`src/rtl/io_led_pwm_pkg.sv`:
```
// Register map and bit positions shared by the LED/PWM peripheral and its channels.
package io_led_pwm_pkg;

    localparam logic [13:0] OFF_CTRL     = 14'd0;
    localparam logic [13:0] OFF_PRESCALE = 14'd1;
    localparam logic [13:0] OFF_BLINK    = 14'd2;
    localparam logic [13:0] OFF_STATUS   = 14'd3;
    localparam logic [13:0] OFF_DUTY0    = 14'd4;

    localparam int EN_BIT       = 0;
    localparam int PHASE_BIT    = 16;
    localparam int BLINK_EN_BIT = 16;
    localparam int INV_BIT      = 17;

    // Per-channel configuration fields carried by a DUTY[i] write.
    typedef struct packed {
        logic inv;
        logic blink_en;
    } ch_mode_t;

endpackage

```
`src/rtl/io_led_pwm_ch.sv`:
```
// One LED channel: shadowed duty, PWM compare, blink gating, polarity and output flop.
module io_led_pwm_ch
    import io_led_pwm_pkg::*;
#(
    parameter int PW = 8
) (
    input  logic          clk,
    input  logic          rst_n,
    input  logic          i_wr,
    input  logic [PW-1:0] i_duty,
    input  ch_mode_t      i_mode,
    input  logic          i_en,
    input  logic          i_period_end,
    input  logic [PW-1:0] i_pwm_cnt,
    input  logic          i_phase,
    output logic [31:0]   o_rdata,
    output logic          o_led
);

    logic [PW-1:0] r_duty_shd;
    logic [PW-1:0] r_duty_act;
    ch_mode_t      r_mode;
    logic          r_led;
    logic          w_raw;
    logic          w_gated;

    // The active duty only moves at a period boundary (or while stopped) so a
    // running waveform never sees a half-old, half-new compare value.
    always_ff @(posedge clk or negedge rst_n) begin
        if (!rst_n) begin
            r_duty_shd <= '0;
            r_duty_act <= '0;
            r_mode     <= '0;
        end else begin
            if (i_wr) begin
                r_duty_shd <= i_duty;
                r_mode     <= i_mode;
            end
            if (!i_en || i_period_end)
                r_duty_act <= i_wr ? i_duty : r_duty_shd;
        end
    end

    assign w_raw   = (r_duty_act == '1) || (i_pwm_cnt < r_duty_act);
    assign w_gated = w_raw && !(r_mode.blink_en && i_phase);

    always_ff @(posedge clk or negedge rst_n) begin
        if (!rst_n) r_led <= 1'b0;
        else        r_led <= i_en ? (w_gated ^ r_mode.inv) : r_mode.inv;
    end

    always_comb begin
        o_rdata               = '0;
        o_rdata[PW-1:0]       = r_duty_shd;
        o_rdata[BLINK_EN_BIT] = r_mode.blink_en;
        o_rdata[INV_BIT]      = r_mode.inv;
    end

    assign o_led = r_led;

endmodule

```
`src/rtl/io_led_pwm.sv`:
```
// Multi-channel LED/GPIO PWM peripheral on the dma_io bus with shared prescaler and blink.
module io_led_pwm
    import io_led_pwm_pkg::*;
#(
    parameter int          NCH      = 3,
    parameter int          PW       = 8,
    parameter logic [13:0] BASE_ADR = 14'h3C00
) (
    input  logic           clk,
    input  logic           rst_n,
    input  logic           dma_io_we,
    input  logic [13:0]    dma_io_wadr,
    input  logic [31:0]    dma_io_wdata,
    input  logic [13:0]    dma_io_radr,
    input  logic [31:0]    dma_io_rdata_in,
    output logic [31:0]    dma_io_rdata,
    output logic [NCH-1:0] led_out
);

    localparam logic [13:0] NREG = OFF_DUTY0 + 14'(NCH);

    logic [13:0] w_wofs, w_rofs;
    logic        w_wr_hit, w_rd_hit;
    logic        w_wr_ctrl, w_wr_pre, w_wr_blk;
    logic        w_tick, w_period_end;
    logic [31:0] w_rd_data;
    logic        w_unused;

    logic [NCH-1:0]       w_duty_wr;
    logic [NCH-1:0][31:0] w_ch_rd;

    logic          r_en;
    logic [15:0]   r_prescale, r_blink;
    logic [15:0]   r_pre_cnt, r_blink_cnt;
    logic [PW-1:0] r_pwm_cnt;
    logic          r_phase;
    logic          r_hit;
    logic [31:0]   r_rdata;

    assign w_unused = ^dma_io_wdata;

    // The >= guard keeps addresses below the window from wrapping into it.
    assign w_wofs    = dma_io_wadr - BASE_ADR;
    assign w_rofs    = dma_io_radr - BASE_ADR;
    assign w_wr_hit  = dma_io_we && (dma_io_wadr >= BASE_ADR) && (w_wofs < NREG);
    assign w_rd_hit  = (dma_io_radr >= BASE_ADR) && (w_rofs < NREG);
    assign w_wr_ctrl = w_wr_hit && (w_wofs == OFF_CTRL);
    assign w_wr_pre  = w_wr_hit && (w_wofs == OFF_PRESCALE);
    assign w_wr_blk  = w_wr_hit && (w_wofs == OFF_BLINK);

    always_ff @(posedge clk or negedge rst_n) begin
        if (!rst_n) begin
            r_en       <= 1'b0;
            r_prescale <= '0;
            r_blink    <= '0;
        end else begin
            if (w_wr_ctrl) r_en       <= dma_io_wdata[EN_BIT];
            if (w_wr_pre)  r_prescale <= dma_io_wdata[15:0];
            if (w_wr_blk)  r_blink    <= dma_io_wdata[15:0];
        end
    end

    assign w_tick       = r_en && (r_pre_cnt == r_prescale);
    assign w_period_end = w_tick && (r_pwm_cnt == '1);

    always_ff @(posedge clk or negedge rst_n) begin
        if (!rst_n) begin
            r_pre_cnt   <= '0;
            r_pwm_cnt   <= '0;
            r_blink_cnt <= '0;
            r_phase     <= 1'b0;
        end else if (!r_en) begin
            r_pre_cnt   <= '0;
            r_pwm_cnt   <= '0;
            r_blink_cnt <= '0;
            r_phase     <= 1'b0;
        end else begin
            r_pre_cnt <= (w_wr_pre || w_tick) ? 16'd0 : r_pre_cnt + 16'd1;
            if (w_tick) r_pwm_cnt <= r_pwm_cnt + PW'(1);
            // A BLINK write restarts the half-period count but keeps the current phase.
            if (w_wr_blk) begin
                r_blink_cnt <= '0;
            end else if (w_period_end) begin
                if (r_blink_cnt == r_blink) begin
                    r_blink_cnt <= '0;
                    r_phase     <= ~r_phase;
                end else begin
                    r_blink_cnt <= r_blink_cnt + 16'd1;
                end
            end
        end
    end

    for (genvar i = 0; i < NCH; i++) begin : g_ch
        assign w_duty_wr[i] = w_wr_hit && (w_wofs == OFF_DUTY0 + 14'(i));

        io_led_pwm_ch #(.PW(PW)) u_ch (
            .clk          (clk),
            .rst_n        (rst_n),
            .i_wr         (w_duty_wr[i]),
            .i_duty       (dma_io_wdata[PW-1:0]),
            .i_mode       ({dma_io_wdata[INV_BIT], dma_io_wdata[BLINK_EN_BIT]}),
            .i_en         (r_en),
            .i_period_end (w_period_end),
            .i_pwm_cnt    (r_pwm_cnt),
            .i_phase      (r_phase),
            .o_rdata      (w_ch_rd[i]),
            .o_led        (led_out[i])
        );
    end

    always_comb begin
        w_rd_data = '0;
        case (w_rofs)
            OFF_CTRL:     w_rd_data[EN_BIT] = r_en;
            OFF_PRESCALE: w_rd_data[15:0]   = r_prescale;
            OFF_BLINK:    w_rd_data[15:0]   = r_blink;
            OFF_STATUS: begin
                w_rd_data[15:0]      = 16'(r_pwm_cnt);
                w_rd_data[PHASE_BIT] = r_phase;
            end
            default: begin
                for (int i = 0; i < NCH; i++)
                    if (w_rofs == OFF_DUTY0 + 14'(i)) w_rd_data = w_ch_rd[i];
            end
        endcase
    end

    always_ff @(posedge clk or negedge rst_n) begin
        if (!rst_n) begin
            r_hit   <= 1'b0;
            r_rdata <= '0;
        end else begin
            r_hit   <= w_rd_hit;
            r_rdata <= w_rd_hit ? w_rd_data : 32'd0;
        end
    end

    assign dma_io_rdata = r_hit ? r_rdata : dma_io_rdata_in;

endmodule

```
`config.mk`:
```
export PLATFORM = sky130hd
export DESIGN_NAME = io_led_pwm
export DESIGN_NICKNAME = d
export VERILOG_FILES = /design/src/rtl/io_led_pwm_pkg.sv /design/src/rtl/io_led_pwm_ch.sv /design/src/rtl/io_led_pwm.sv
export SDC_FILE = /design/constraint.sdc
export NUM_CORES = 1
export LEC_CHECK = 0
export ABC_AREA = 1
export ABC_CLOCK_PERIOD_IN_PS = 1900
export CORE_AREA = 4 4 158 160
export CTS_CLUSTER_DIAMETER = 60
export DETAILED_ROUTE_END_ITERATION = 12
export DIE_AREA = 0 0 162 164
export HOLD_SLACK_MARGIN = 0.1
export PLACE_DENSITY = 0.67
export SLEW_MARGIN = 10
export SYNTH_ARGS = -nofsm -noshare
export SYNTH_HDL_FRONTEND = slang
export SYNTH_HIERARCHICAL = 1
export SYNTH_SLANG_ARGS = --single-unit
```
`constraint.sdc`:
```
create_clock -name clk -period 1.9 [get_ports clk]
set_input_delay 0.38 -clock clk [delete_from_list [all_inputs] [get_ports clk]]
set_output_delay 0.38 -clock clk [all_outputs]
set_load 0.02 [all_outputs]
```
# Word-level counts from Yosys, hierarchy flattened

Cells that the tools add are included.
Widths: inputs -> output; s select.

Add/subtract/negate cells: 5
$lt $le $gt $ge: 7
Eq/ne operators: 22
Multiplexer cells: 27
Bitwise operators: 4
Reductions and logical operators: 31

Operators by type and width:

| kind                   | number |
|---|---|
| $mux 32                | 4 |
| $mux 16                | 6 |
| $eq 14x3->1 const B    | 6 |
| $pmux 15 s4            | 1 |
| $eq 14x2->1 const B    | 3 |
| $mux 8                 | 5 |
| $add 16x1->16 const B  | 2 |
| $eq 16x16->1           | 2 |
| $eq 8x8->1 const B     | 4 |
| $eq 14x1->1 const B    | 2 |
| $ge 14x14->1 const B   | 2 |
| $logic_not 14->1       | 2 |
| $lt 14x3->1 const B    | 2 |
| $sub 14x14->14 const B | 2 |
| $lt 8x8->1             | 3 |
| $mux 18                | 1 |
| $logic_and 1x1->1      | 17 |
| $mux 15                | 1 |
| $add 8x1->8 const B    | 1 |
| $mux 1                 | 7 |
| $logic_or 1x1->1       | 5 |
| $logic_not 1->1        | 4 |
| $ne 2x1->1 const B     | 2 |
| $ne 2x2->1 const B     | 2 |
| other kinds (8)        | 10 |

Register bits after elaboration: 164
Input bits: 95
Output and inout bits: 35

# Logic depth before layout (Yosys ltp)

Gate-level depths: netlist of run 1.

Depth in word-level cells: 7
Gate-level depth with buffers: 15
Mapped depth without buffers: 14

# Hierarchy

Netlist of run 1, hierarchy kept.

By module, submodules not included:

| module        | instances | cells each | area each (um2) | sequential area each (um2) |
|---|---|---|---|---|
| io_led_pwm    | 1         | 969        | 7089.3          | 2677.6 |
| io_led_pwm_ch | 3         | 119        | 1104.8          | 475.5 |

# Worst setup path before layout of run 1

OpenSTA, ideal clock, no wires.

Path type: in2reg
Start point: input dma_io_wadr[5]
End point: register g_ch[2].u_ch.r_duty_act[4]
Arrival time: 1.893 ns
Required time: 1.773 ns
Path slack: -0.120 ns
Stages on the path: 10
Path through: nor2_1 > nand2_1 > nor2_1 > and2_4 > nand3_1 > nor4_1 > buf_4 > mux2_2 > nand2_1 > o21ai_0

Cells in the longest elaborated chain, start to end: 5
Elaborated cells between the ends (all ways): 8
Classes of those cells: add/sub: 1; order compare: 2; eq/ne: 1; mux: 1; reduce/logical: 3

RTL lines:

| what                                                    | RTL line                           | source |
|---|---|---|
| from (decl)                                             | io_led_pwm.sv:12                   | `input logic [13:0] dma_io_wadr,` |
| $sub 14x14->14 / $ge 14x14->1 (equally long branches)   | io_led_pwm.sv:43, io_led_pwm.sv:45 |  |
| $lt 14x3->1 / $logic_and 1x1->1 (equally long branches) | io_led_pwm.sv:45                   | `assign w_wr_hit = dma_io_we && (dma_io_wadr >= BASE_ADR) && (w_wofs < NREG);` |
| $logic_and 1x1->1                                       | io_led_pwm.sv:45                   |  |
| $logic_and 1x1->1 (*)                                   | io_led_pwm.sv:95                   | `assign w_duty_wr[i] = w_wr_hit && (w_wofs == OFF_DUTY0 + 14'(i));` |
| via w_duty_wr[2]                                        | io_led_pwm.sv:29                   | `logic [NCH-1:0] w_duty_wr;` |
| $mux 8 (*)                                              | io_led_pwm_ch.sv:40                | `r_duty_act <= i_wr ? i_duty : r_duty_shd;` |
| to (signal assigned)                                    | io_led_pwm_ch.sv:40                |  |
| to (decl)                                               | io_led_pwm_ch.sv:21                | `logic [PW-1:0] r_duty_act;` |

Mark *: on every way through the listed nets, which the timed path passes. The rest lies on a longest branch.
A chain may end at the register's enable or synchronous reset.

# Final worst setup path of run 1

Start point: register r_hit
End point: output dma_io_rdata[0]

Cells in the longest elaborated chain, start to end: 1

RTL lines:

| what                   | RTL line          | source |
|---|---|---|
| from (decl)            | io_led_pwm.sv:37  | `logic r_hit;` |
| from (signal assigned) | io_led_pwm.sv:134 | `r_hit <= w_rd_hit;` |
| $mux 32                | io_led_pwm.sv:139 | `assign dma_io_rdata = r_hit ? r_rdata : dma_io_rdata_in;` |
| to (decl)              | io_led_pwm.sv:16  | `output logic [31:0] dma_io_rdata,` |

No other way between the ends.

==> impl_metrics.json, run 1 <==
{
  "viasPerCell": 4.90,
  "instances_no_fill": 1880,
  "vias": 9218,
  "grtUsageMet1": 0.286,
  "crit_fanout": 12,
  "synth-seq-cells": 164,
  "grt_usage": 0.209,
  "worstMarginPinSlew_ns": 0.591,
  "irDropWorstVdd_v": 0.000452,
  "cts.sinks": 164,
  "gr-total-overflow": 0,
  "row_count": 56,
  "h-tree-depth": 4,
  "drt_iter0_drc": 564,
  "cts_root_buffer": "clkbuf_16",
  "met3_usage": 0.0286,
  "diodes": 0,
  "path_class": "reg -> out",
  "area_growth_pct": 28.1,
  "final_common_cell": "nand2_1",
  "worstSkewPairLatency_ns": 0.43,
  "pwr-share-comb": 0.098,
  "holdWs_ns": 0.436,
  "cpMaxStageDelayCell": "dfrtp_2",
  "port_buffers": 115,
  "crit_chain": "buf_8 -> mux2_2 -> buf_2",
  "cpLargestDelayFamily": "flip-flops",
  "p_clk_frac": 0.445,
  "swShare": 0.236,
  "grt_pass1_wl_um": 44600,
  "slew_violations": 0,
  "cts_tree": "yes",
  "internal_power_mw": 5.99,
  "worstSetupEndpointType": "output pin",
  "syn_avg_cell_area_um2": 7.85,
  "drc": 0,
  "hold_path_class": "in -> async",
  "p_per_area_nw_per_um2": 588,
  "detail-route-antenna-nets": 0,
  "crit_buf_inv": 2,
  "fin_crit_sh": 0.998,
  "core-area_um2": 23400,
  "final_cell_mix": "258 x nand2_1, 182 x inv_1, 162 x dfrtp_1",
  "p_switching_mw": 1.85,
  "drt_first_pass_iters": 5,
  "cts_buffer_depth": 2,
  "die_h_um": 164,
  "drive_above_1_share": 0.212,
  "cap_viol_max_count": 0,
  "post_dp_cell_area_um2": 12500,
  "antenna_found_initial": 0,
  "grt_setup_unrepaired": "yes",
  "reg2reg_setup_slack_ns": 0.09,
  "slowest_delay_ns": 0.43,
  "synth_edf_count": 0,
  "dp_hpwl_um": 20600,
  "finish.net_count": 1668,
  "crit_required_ns": 1.52,
  "synth_cell_types": 47,
  "critical_path_arrival_ns": 1.52,
  "netlist_area_um2": 10400,
  "gp_congestion": 0.868,
  "grt.met2_usage": 0.343,
  "die_area_um2": 26600,
  "finalHoldViolCount": 0,
  "fmax_ghz": 0.527,
  "routedWlPerCell_um": 14.8,
  "period_minus_slack_ns": 1.90,
  "yosysWarnings": 6,
  "finClkSkew_ns": 0.00814,
  "async_flop_share": 1.00,
  "status": "completed",
  "pwr-share-seq": 0.457,
  "dp.cells": 1828,
  "r2r_end": "g_ch[1].u_ch/r_duty_act[0]$_DFFE_PN0P_",
  "setup_viol_count_final": 0,
  "numCtsBuffers": 17,
  "start_kind": "register",
  "ys_seq_area_frac": 0.394,
  "grt_max_degree": 43,
  "reg2regPathDepth": 10,
  "relSlewSlack": 0.603,
  "routed_wl_um": 27900,
  "die-width_um": 162,
  "initial_utilization": 0.445,
  "total_leakage_power_nw": 6.73,
  "synthCells": 1326,
  "grt.busiest_layer": "met2",
  "synth_ff_type": "dfrtp_1",
  "ioPinCount": 130,
  "grt_pass1_vias": 8856,
  "worstReg2RegStart": "r_pwm_cnt[4]$_DFFE_PN0P_",
  "clk_pin_slew_worst_paths_ns": 0.06,
  "stdcell_area_um2": 13300
}
==> worst reg2reg max path, cell delays in order (launching register included) <==
cell and delay, ns:
dfrtp_1 0.59, inv_1 0.14, nor2_2 0.13, nand4_1 0.11, nand3b_4 0.20, inv_4 0.10, inv_1 0.05, nand2_2 0.12
clkbuf_16 0.17, nand2_1 0.05, o21ai_0 0.07
==> layer usage <==
layer | part of all wire | wire length, um
met5 | 0 | 0
met4 | 0.024 | 668
met3 | 0.053 | 1490
met2 | 0.47 | 13200
met1 | 0.45 | 12500
==> through the flow <==
step                setup slack (ns)  power (mW)   util  setup TNS, ns
floorplan                    -0.0318        4.01      -         -0.130
global placement              -0.509        4.41  0.536         -43.42
detailed placement            -0.587        4.42  0.536         -49.04
CTS                          -0.0966        7.85  0.561          -1.14
global route                 -0.0631        8.11  0.570          -1.78
finish                       0.00414        7.83  0.570              0
==> cell families after synthesis <==
kind of cell / share of synthesized area
adder cells (fa/ha/maj): 0.0289
XOR/XNOR: 0.0320
flip-flops: 0.394
multiplexers: 0.0793
AO/OA/AOI/OAI: 0.0866
AND/OR/NAND/NOR: 0.237
buffers and inverters: 0.141
other: 0.00108
==> worst max path at each step <==
stage	slack [ns]	start	endpoint	cells past startpoint
floorplan	-0.03	dma_io_wadr[7]	g_ch[2].u_ch/r_duty_act[4]$_DFFE_PN0P_	10
global placement	-0.51	dma_io_wadr[10]	g_ch[2].u_ch/r_duty_act[5]$_DFFE_PN0P_	10
detailed placement	-0.59	dma_io_wadr[3]	g_ch[0].u_ch/r_duty_act[5]$_DFFE_PN0P_	12
CTS	-0.1	r_hit$_DFF_PN0_	dma_io_rdata[5]	4
global route	-0.06	dma_io_radr[10]	r_rdata[4]$_DFF_PN0_	11
finish	0.004	r_hit$_DFF_PN0_	dma_io_rdata[0]	3
==> synth_stat cells, types with 2 or more instances <==
library cell  instances  area share
xor2_1               24       0.020
inv_2                12      0.0043
nor2_1              116       0.042
nand2_2               6      0.0036
ha_1                 24       0.029
o21a_1               16       0.012
a21boi_0              3      0.0022
nor2_2                3      0.0018
buf_1                 4      0.0014
mux2i_1              16       0.015
clkbuf_2              2     0.00096
o31ai_1               5      0.0036
nor3_1               13      0.0063
o21ai_0              98       0.047
o21ai_1               7      0.0034
o22ai_1               3      0.0018
nand3_1             101       0.049
nand4_1              15      0.0090
buf_2                11      0.0053
buf_4                73       0.053
o221ai_1              3      0.0025
nor4_1                7      0.0042
inv_1               188       0.068
conb_1                3      0.0011
nand3_2               6      0.0058
nor4_2                6      0.0072
clkinv_2              2     0.00096
nand2_1             263       0.095
a21oi_1              24       0.012
nor3b_1               2      0.0014
clkbuf_1             15      0.0054
dfrtp_1             164        0.39
mux2_2               59       0.064
nor3_2                5      0.0048
xnor2_1              14       0.012
nand3b_1              2      0.0014
==> power by group through the flow <==
stage	sequential [mW]	clock [mW]	combinational, mW
2_1_floorplan	3.63	0	0.386
3_3_place_gp	3.64	0	0.771
3_5_place_dp	3.64	0	0.783
4_1_cts	3.58	3.51	0.756
5_1_grt	3.58	3.68	0.852
6_report	3.58	3.48	0.771
==> final cells by class <==
| type | instances | area, um2 |
|---|---|---|
| Fill cell | 2151 | 10100 |
| Multi-Input combinational cell | 916 | 5250 |
| Sequential cell | 164 | 4110 |
| Timing Repair Buffer | 248 | 2230 |
| Inverter | 202 | 763 |
| Clock buffer | 21 | 450 |
| Tap cell | 319 | 399 |
| Clock inverter | 10 | 133 |
==> flip-flops by register name (all words and copies together), names as in the netlist <==
register and count:
g_ch.u_ch/o_led 3, g_ch.u_ch/o_rdata 6, g_ch.u_ch/r_duty_act 24, g_ch.u_ch/r_duty_shd 24
r_blink 16, r_blink_cnt 16, r_en 1, r_hit 1
r_phase 1, r_pre_cnt 16, r_prescale 16, r_pwm_cnt 8
r_rdata 32
==> what timing repair did <==
item                                    in CTS  in global routing
hold buffers                                 1                  0
pin swaps                                    9                 16
endpoints found under the hold margin       36                  0
gates cloned                                 2                  3
gates resized for setup                    160                 52
endpoints found under the setup margin      59                 98
buffers inserted                             9                  8
Power figures use the tool's default switching activity.
==> run 2, diff against run 1 <==
Settings changed: CORE_AREA 4 4 158 160 to 2 2 156 158, DIE_AREA 0 0 162 164 to 0 0 158 160.
==> run 2 against run 1 <==
Against the previous run:
- register-to-register slack got worse by 0.02 ns
- sequential share of layout area down 0.83 points
- clock skew increased by 0.0051 ns
- critical path depth increased by 1
- highest routed layer unchanged
- the flow now finishes with violations (negative setup slack)
==> impl_metrics.json, run 2 (synthesis gave the netlist of run 1 again) <==
{
  "worstSetupEndpointType": "output pin",
  "reg2reg_setup_slack_ns": 0.07,
  "grt_max_degree": 46,
  "holdWs_ns": 0.376,
  "worstSkewPairLatency_ns": 0.43,
  "viasPerCell": 4.84,
  "ioPinCount": 130,
  "antenna_found_initial": 0,
  "gr-total-overflow": 0,
  "final_cell_mix": "248 x nand2_1, 184 x inv_1, 162 x dfrtp_1",
  "critical_path_arrival_ns": 1.59,
  "final_common_cell": "nand2_1",
  "pre_cts_ws_ns": -0.556,
  "drt_first_pass_iters": 6,
  "drive_above_1_share": 0.223,
  "drt_iter0_drc": 676,
  "hold_path_class": "in -> async",
  "cap_viol_max_count": 0,
  "die-width_um": 158,
  "cts.sinks": 164,
  "detail-route-antenna-nets": 0,
  "finalHoldViolCount": 0,
  "drc": 0,
  "grt_pass1_wl_um": 44200,
  "clk_pin_slew_worst_paths_ns": 0.06,
  "grt_setup_unrepaired": "yes",
  "start_kind": "register",
  "row_count": 57,
  "vias": 9183,
  "crit_required_ns": 1.52,
  "worstMarginPinSlew_ns": 0.607,
  "fin_util": 0.575,
  "die_h_um": 160,
  "numCtsBuffers": 17,
  "fin_crit_sh": 1.03,
  "irDropWorstVdd_v": 0.000439,
  "h-tree-depth": 4,
  "fill_cells": 2122,
  "relSlewSlack": 0.595,
  "slew_violations": 0,
  "regMostFlops": "r_rdata",
  "core-area_um2": 23800,
  "path_class": "reg -> out",
  "reg.largest.list": "r_rdata (32), g_ch.u_ch/r_duty_act (24), g_ch.u_ch/r_duty_shd (24)",
  "fmax_ghz": 0.509,
  "crit_chain": "buf_6 -> buf_6 -> mux2_4 -> buf_6",
  "initial_utilization": 0.437,
  "largest_register_ffs": 32,
  "diodes": 0,
  "fin_ws_ns": -0.0655,
  "total_leakage_power_nw": 6.91,
  "status": "complete, but fails checks",
  "violations": "negative setup slack",
  "period_minus_slack_ns": 1.97,
  "cts_buffer_depth": 2,
  "area_growth_pct": 31.7,
  "setup_viol_count_final": 18,
  "cpMaxStageDelayCell": "dfrtp_2",
  "gp_congestion": 0.905,
  "crit_fanout": 5,
  "routedWlPerCell_um": 14.8,
  "dp_hpwl_um": 19900,
  "slowest_delay_ns": 0.47,
  "routed_wl_um": 28100,
  "finClkSkew_ns": 0.0132,
  "cts_root_buffer": "clkbuf_16",
  "cts_tree": "yes",
  "finish.net_count": 1679,
  "port_buffers": 115,
  "p_per_area_nw_per_um2": 564,
  "grt_pass1_vias": 8610,
  "grt_usage": 0.222,
  "die_area_um2": 25300,
  "crit_top_cell": "buf_6"
}
[run 2: repair_timing]
action / in CTS / in global routing
buffers inserted: 14 / 11
pin swaps: 11 / 18
hold buffers: 1 / 0
setup endpoints to repair: 67 / 69
endpoints found under the hold margin: 15 / 0
gates resized for setup: 182 / 101
gates cloned: 5 / 3
[run 2: worst max-delay path, delay by kind of cell, from the launching register on]
family / cells / cell delay, ns
DFF: 1 / 0.47
muxes: 1 / 0.29
buffers and inverters: 3 / 0.40
[run 2: per-stage QoR]
stage | TNS (ns) | total power [mW] | instances | area (um2)
floorplan | -0.130 | 4.01 | 1389 | 10700
global placement | -39.94 | 4.42 | 1832 | 12600
detailed placement | -44.23 | 4.43 | 1832 | 12600
CTS | -2.41 | 7.72 | 1884 | 13300
global route | -1.66 | 8.00 | 1897 | 13700
finish | -0.497 | 7.72 | 1897 | 13700
[run 2: routing by layer]
| layer | vias up | share of wire | track usage |
|---|---|---|---|
| li1 | 4588 | - | - |
| met1 | 4260 | 0.44 | 0.304 |
| met2 | 291 | 0.47 | 0.359 |
| met3 | 44 | 0.061 | 0.0380 |
| met4 | 0 | 0.023 | 0.0700 |
| met5 | - | 0 | 0 |
[run 2: cell type report]
cell class | count | area [um2] | area share
multi-input combinational | 916 | 5390 | 0.393
tap | 324 | 405 | 0.0296
timing repair buffer | 259 | 2480 | 0.181
sequential | 164 | 4110 | 0.300
inverter | 202 | 763 | 0.0557
clock buffer | 21 | 460 | 0.0336
clock inverter | 11 | 101 | 0.00740
[run 2: worst paths after layout]
path / from / endpoint / cells past startpoint
setup / recovery: r_hit$_DFF_PN0_ / dma_io_rdata[11] / 4
hold / removal: rst_n / r_blink[8]$_DFFE_PN0P_ / 2
setup reg to reg: r_pwm_cnt[4]$_DFFE_PN0P_ / g_ch[2].u_ch/r_duty_act[3]$_DFFE_PN0P_ / 10
hold reg to reg: g_ch[2].u_ch/r_duty_shd[3]$_DFF_PN0_ / g_ch[2].u_ch/r_duty_shd[3]$_DFF_PN0_ / 1
max in group asynchronous: rst_n / r_hit$_DFF_PN0_ / 3
min in group clk: g_ch[2].u_ch/r_duty_shd[3]$_DFF_PN0_ / g_ch[2].u_ch/r_duty_shd[3]$_DFF_PN0_ / 1
[run 2: report_power, final]
part / leakage (nW) / internal, mW / switching, mW
clock: 0.266 / 1.88 / 1.46
combinational: 4.60 / 0.402 / 0.418
sequential: 2.05 / 3.53 / 0.0402
